File: src/rtl/detonator_code_ctrl.sv
// Passcode store, change-passcode sequencer and failed-attempt lockout for the detonator.
// Build option: `define CODE_TIMEOUT_EN adds an inactivity timeout to the change sequence.
module detonator_code_ctrl #(
   parameter logic [15:0] INIT_CODE   = 16'h2580,
   parameter int          MAX_FAIL    = 3,
   parameter logic [15:0] LOCK_CYCLES = 16'd100
`ifdef CODE_TIMEOUT_EN
  ,parameter logic [15:0] TIMEOUT_CYCLES = 16'd200
`endif
) (
   input  logic        clk,
   input  logic        rst,
   input  logic        key_vld,
   input  logic [3:0]  key_code,
   input  logic        sure,
   input  logic        chg_req,
   input  logic        chg_abort,
   input  logic        chk_vld,
   input  logic [15:0] chk_code,
   output logic        chk_done,
   output logic        chk_pass,
   output logic        chg_ok,
   output logic        chg_err,
   output logic        lock,
   output logic        busy,
   output logic [1:0]  fail_cnt,
   output logic [15:0] code_out
);

   // Handshake: key_vld, sure and chk_vld are single-cycle strobes with no back-pressure;
   // every chk_vld is answered by exactly one chk_done pulse on the following cycle.

   typedef enum logic [2:0] {
      S_IDLE   = 3'd0,
      S_OLD    = 3'd1,
      S_NEW    = 3'd2,
      S_CONF   = 3'd3,
      S_LOCKED = 3'd4
   } state_t;

   localparam logic [1:0] FAIL_LIMIT = 2'(MAX_FAIL);

   state_t      state, state_d;
   logic [15:0] ebuf, ebuf_d;
   logic [15:0] nbuf, nbuf_d;
   logic [2:0]  dcnt, dcnt_d;
   logic [15:0] lock_cnt, lock_cnt_d;
   logic [15:0] code_d;
   logic [1:0]  fail_d;
   logic [1:0]  fail_inc;
   logic        chk_done_d, chk_pass_d, chg_ok_d, chg_err_d, lock_d, busy_d;
   logic        digit_ok;
`ifdef CODE_TIMEOUT_EN
   logic [15:0] timer, timer_d;
`endif

   assign digit_ok = key_vld && (key_code <= 4'd9);
   assign fail_inc = fail_cnt + 2'd1;

   always_comb begin
      state_d    = state;
      ebuf_d     = ebuf;
      nbuf_d     = nbuf;
      dcnt_d     = dcnt;
      lock_cnt_d = lock_cnt;
      code_d     = code_out;
      fail_d     = fail_cnt;
      chk_done_d = 1'b0;
      chk_pass_d = 1'b0;
      chg_ok_d   = 1'b0;
      chg_err_d  = 1'b0;
`ifdef CODE_TIMEOUT_EN
      timer_d    = (key_vld || sure) ? 16'd0 : timer + 16'd1;
`endif

      case (state)
         S_IDLE: begin
            // A check wins over a simultaneous change request.
            if (chk_vld) begin
               chk_done_d = 1'b1;
               if (chk_code == code_out) begin
                  chk_pass_d = 1'b1;
                  fail_d     = 2'd0;
               end else begin
                  fail_d = fail_inc;
                  if (fail_inc == FAIL_LIMIT) state_d = S_LOCKED;
               end
            end else if (chg_req) begin
               state_d = S_OLD;
            end
         end

         S_OLD, S_NEW, S_CONF: begin
            if (chk_vld) chk_done_d = 1'b1;
            if (chg_abort) begin
               chg_err_d = 1'b1;
               state_d   = S_IDLE;
            end else if (sure) begin
               if (dcnt != 3'd4) begin
                  chg_err_d = 1'b1;
                  state_d   = S_IDLE;
               end else begin
                  case (state)
                     S_OLD: begin
                        if (ebuf == code_out) begin
                           state_d = S_NEW;
                           fail_d  = 2'd0;
                        end else begin
                           // A wrong old code is an attempt failure just like a failed check.
                           chg_err_d = 1'b1;
                           fail_d    = fail_inc;
                           state_d   = (fail_inc == FAIL_LIMIT) ? S_LOCKED : S_IDLE;
                        end
                     end
                     S_NEW: begin
                        nbuf_d  = ebuf;
                        state_d = S_CONF;
                     end
                     default: begin
                        if (ebuf == nbuf) begin
                           code_d   = nbuf;
                           chg_ok_d = 1'b1;
                        end else begin
                           chg_err_d = 1'b1;
                        end
                        state_d = S_IDLE;
                     end
                  endcase
               end
            end else if (digit_ok) begin
               if (dcnt == 3'd4) begin
                  chg_err_d = 1'b1;
                  state_d   = S_IDLE;
               end else begin
                  ebuf_d = {ebuf[11:0], key_code};
                  dcnt_d = dcnt + 3'd1;
               end
            end
`ifdef CODE_TIMEOUT_EN
            else if (!key_vld && (timer == TIMEOUT_CYCLES - 16'd1)) begin
               chg_err_d = 1'b1;
               state_d   = S_IDLE;
            end
`endif
         end

         S_LOCKED: begin
            if (chk_vld) chk_done_d = 1'b1;
            if (lock_cnt == 16'd0) begin
               state_d = S_IDLE;
               fail_d  = 2'd0;
            end else begin
               lock_cnt_d = lock_cnt - 16'd1;
            end
         end

         default: state_d = S_IDLE;
      endcase

      // Entry into any state starts with an empty entry buffer and fresh counters.
      if (state_d != state) begin
         dcnt_d = 3'd0;
         ebuf_d = 16'd0;
`ifdef CODE_TIMEOUT_EN
         timer_d = 16'd0;
`endif
         if (state_d == S_LOCKED) lock_cnt_d = LOCK_CYCLES - 16'd1;
      end

      busy_d = (state_d == S_OLD) || (state_d == S_NEW) || (state_d == S_CONF);
      lock_d = (state_d == S_LOCKED);
   end

   always_ff @(posedge clk or negedge rst) begin
      if (!rst) begin
         state    <= S_IDLE;
         ebuf     <= 16'd0;
         nbuf     <= 16'd0;
         dcnt     <= 3'd0;
         lock_cnt <= 16'd0;
         code_out <= INIT_CODE;
         fail_cnt <= 2'd0;
         chk_done <= 1'b0;
         chk_pass <= 1'b0;
         chg_ok   <= 1'b0;
         chg_err  <= 1'b0;
         lock     <= 1'b0;
         busy     <= 1'b0;
      end else begin
         state    <= state_d;
         ebuf     <= ebuf_d;
         nbuf     <= nbuf_d;
         dcnt     <= dcnt_d;
         lock_cnt <= lock_cnt_d;
         code_out <= code_d;
         fail_cnt <= fail_d;
         chk_done <= chk_done_d;
         chk_pass <= chk_pass_d;
         chg_ok   <= chg_ok_d;
         chg_err  <= chg_err_d;
         lock     <= lock_d;
         busy     <= busy_d;
      end
   end

`ifdef CODE_TIMEOUT_EN
   always_ff @(posedge clk or negedge rst) begin
      if (!rst) timer <= 16'd0;
      else      timer <= timer_d;
   end
`endif

endmodule
File: config.mk
export PLATFORM = sky130hd
export DESIGN_NAME = detonator_code_ctrl
export DESIGN_NICKNAME = d
export VERILOG_FILES = /design/src/rtl/detonator_code_ctrl.sv
export SDC_FILE = /design/constraint.sdc
export NUM_CORES = 1
export LEC_CHECK = 0
export BUFFER_PORTS_ARGS = -buffer_cell sky130_fd_sc_hd__buf_2
export CORE_MARGIN = 4
export CORE_UTILIZATION = 41
export DETAILED_ROUTE_END_ITERATION = 10
export PLACE_DENSITY = 0.6
export SLEW_MARGIN = 20
export SYNTH_ARGS = -nofsm -noshare
export SYNTH_HDL_FRONTEND = slang
export SYNTH_SLANG_ARGS = --single-unit
File: constraint.sdc
create_clock -name clk -period 2.22 [get_ports clk]
set_input_delay 0.333 -clock clk [delete_from_list [all_inputs] [get_ports clk]]
set_output_delay 0.333 -clock clk [all_outputs]
set_load 0.005 [all_outputs]
==> metrics.txt <==
Worst-path clk slew=0.08 ns; clock group share of total power=46.8%; Setup WS pre-CTS=0.0320 ns; clk_lat worst skew=around 0.35 ns; sequential fraction of the synthesis area=45.5%; Logic pwr share=around 3.4%; Syn Inst Count=369; Routed wire per std cell=15.8 um; Setup Skew=about 0.011 ns; largest family of logic cells by synthesized area=simple AND/OR/NAND/NOR gates; final WL=approximately 9300 um; Longest Clk Path Bufs=2; hold_sp=chk_vld; DIE AREA=roughly 12000 um2; element type at the critical path end=register; outcome=complete, no violations; RD Place Congestion=between 0.8 and 0.9; Critical Path AT=about 2.4 ns; routed vias=3016; Int Pwr=roughly 2.3 mW; first-pass GRT wire length=15300 um; Final HPWL DP=6790 um; Cells after DPL=570; Initial DRC Count=around 120; largest cells by area after synthesis=dfrtp_1 (43%), xnor2_1 (9.0%), mux2_2 (8.4%); Slew Limit Fails=0; Syn. warnings=0; # DRC=0; part of the cycle the worst path needs=95.4%; remaining global-route overflow=0; met2 WL post-DR=roughly 4600 um; Area Growth Syn to Fin=21.4%; top cell type's share of synthesized area=a little over two fifths; Placed Instance Area=4910 um2; met1 WL=4340 um; CP max-delay cell=dfrtp_1; First-pass DRT Iterations=4; Final setup viols=0; met3 routed WL=203 um; Synth area leader=dfrtp_1; crit path cell chain=inv_1, ha_1, and4b_1, a211o_1, a21oi_2, nor2_4, buf_4, nor4_1; Core Footprint=around 10000 um2; ys async rst share=100%; Setup WS post-layout=0.101 ns; initial antenna violation count=0; Max IR drop VDD=0.000322 V; post-synthesis adder-cell area fraction=under 10%; Top Layer Used=met4; final hold violations=0; layout cell share with drive strength beyond 1=a little over a third; Power Density=approximately 550 nW/um2; count of state elements after synthesis=between 70 and 80; worst-path fanout max=10; Total Power=2.86 mW; NumNets Final=about 480; Fillers=950; Boundary Pins=51; most frequent cells after synthesis=dfrtp_1 (74), xnor2_1 (44), mux2_2 (32), nor2_1 (25), xor2_1 (21); vias in the first global route=3070; pin count of the biggest net entering global routing=44; Ant. Diodes=0; CTS tree=yes; Data required, critical path=2.46 ns; port bufs=50; reg-to-reg critical path startpoint=dcnt[0]; Fmax achieved=472 MHz; crit start category=register; fin crit period=around 2.1 ns; Die X=110 um; Via-to-Cell Ratio=5.12; net switching power figure=between 500 and 600 uW; post-synthesis compound-gate area fraction=5.04%; FF+latch area=1960 um2; min-delay worst type=input pin to register; design area=between 5000 and 6000 um2; worst slew pin tran=0.563 ns; CTS Root Cell=clkbuf_8; max-cap violation count=0; Die H=110 um; leak pwr=2.46 nW; mux cell area share after synthesis=12.3%; clock sinks=78; syn_area_per_cell=around 12 um2; Synth Net Count=400; Sw Share=20.6%; most common cell in the synthesized netlist=dfrtp_1; synthesized area=4300 um2; Post-synth EDFFs=0; TritonCTS Buffers=9; post-synth cell types=53; Final ANT Viol Nets=0; power share of the sequential group=49.8%; XOR/XNOR Fraction of Synth Area=13.2%; area of the multi-input gates=~2200 um2; site row count=37; Initial Util=41.8%; all-layer global routing usage=about 16%; Slew headroom=a little over three fifths; Non-Filler Instances=589; # H-tree levels=3; ys flop type=dfrtp_1; Post-Synth Simple-Gate Area=19.5%; Crit Path Category=register to register; CP max stage delay=~0.36 ns; Worst Setup SP=dcnt[0]
-- placed cells by master (no fill, tap or decap), types with 3 or more instances in the layout --
| cell type | n |
|---|---|
| nor3b_1 | 3 |
| nor4_2 | 13 |
| bufinv_16 | 3 |
| mux2i_1 | 17 |
| xnor2_1 | 44 |
| nor2_1 | 25 |
| nand2b_1 | 5 |
| nand2_1 | 3 |
| o21ai_0 | 4 |
| nor4_1 | 11 |
| nand4_1 | 12 |
| xor2_1 | 21 |
| mux2_2 | 32 |
| a21boi_0 | 3 |
| inv_1 | 11 |
| nor4b_1 | 3 |
| and2_1 | 3 |
| buf_4 | 30 |
| buf_12 | 4 |
| buf_2 | 49 |
| clkbuf_8 | 11 |
| nor3_1 | 12 |
| dfrtp_1 | 74 |
| ha_1 | 4 |
| a211o_1 | 3 |
| nand4b_1 | 4 |
| nand3_1 | 5 |
| dfstp_2 | 4 |
-- metal layers --
metal,up-vias,GRT usage [%]
met1,1484,22.0
met2,39,26.9
li1,1482,-
met5,-,0
met3,11,2.39
met4,0,6.24
-- power by group through the flow --
| stage | combinational (mW) | clock [mW] | sequential, mW |
|---|---|---|---|
| after CTS | 0.100 | 1.38 | 1.42 |
| final | 0.0974 | 1.34 | 1.42 |
| after detailed placement | 0.0987 | 0 | 1.45 |
| after global placement | 0.0966 | 0 | 1.45 |
| after floorplan | 0.0253 | 0 | 1.45 |
| after global routing | 0.111 | 1.45 | 1.42 |
-- critical path: cells and delay by family, from the launching register on --
| kind | cells | cell delay [ns] |
|---|---|---|
| flops | 1 | 0.36 |
| buf+inv | 2 | 0.25 |
| fa+ha+maj | 1 | 0.26 |
| simple gates | 3 | 0.63 |
| compound gates | 2 | 0.52 |
-- path summary, 6_finish.rpt --
kind | slack [ns] | end | depth (start not counted)
worst max register to register | 0.10 | ebuf[4] | 8
worst max-delay path | 0.10 | ebuf[4] | 8
worst min register to register | 0.56 | nbuf[1] | 1
min in group asynchronous | 0.52 | fail_cnt[0] | 2
max in group asynchronous | 1.04 | code_out[7] | 3
worst min-delay path | 0.26 | chk_done | 2
-- timing repair --
action	4_1_cts	5_1_grt
setup buffers	0	2
endpoints found under the setup margin	0	25
hold buffers	1	0
hold endpoints to repair	23	0
resized for setup	0	5
-- layout make-up --
class / count / area share (%)
clock buffers: 11 / 2.90
clock inverters: 5 / 1.99
multi-input cells: 264 / 42.8
flip-flops and latches: 78 / 37.5
repair buffers: 84 / 10.7
well taps: 136 / 3.26
inverters: 11 / 0.791
-- per-stage QoR --
step	setup TNS (ns)	utilization, %	hold WS [ns]
final	0	50.8	0.256
after global routing	-0.0204	50.8	0.251
after CTS	0	50.4	0.237
after detailed placement	0	47.8	0.378
after global placement	0	47.8	0.369
after floorplan	0	-	0.0374
-- registers in the layout (all words and copies together), names as in the netlist, 2 cells and up --
name      cells
ebuf         16
fail_cnt      2
lock_cnt     16
code_out     16
dcnt          3
nbuf         16
state         3
-- logic make-up after synthesis --
| kind of cell | after synthesis |
|---|---|
| compound gates | 27 |
| fa+ha+maj | 4 |
| xor+xnor | 65 |
| flops | 78 |
| buf+inv | 27 |
| mux | 49 |
| simple gates | 119 |
Power figures use the tool's default switching activity.
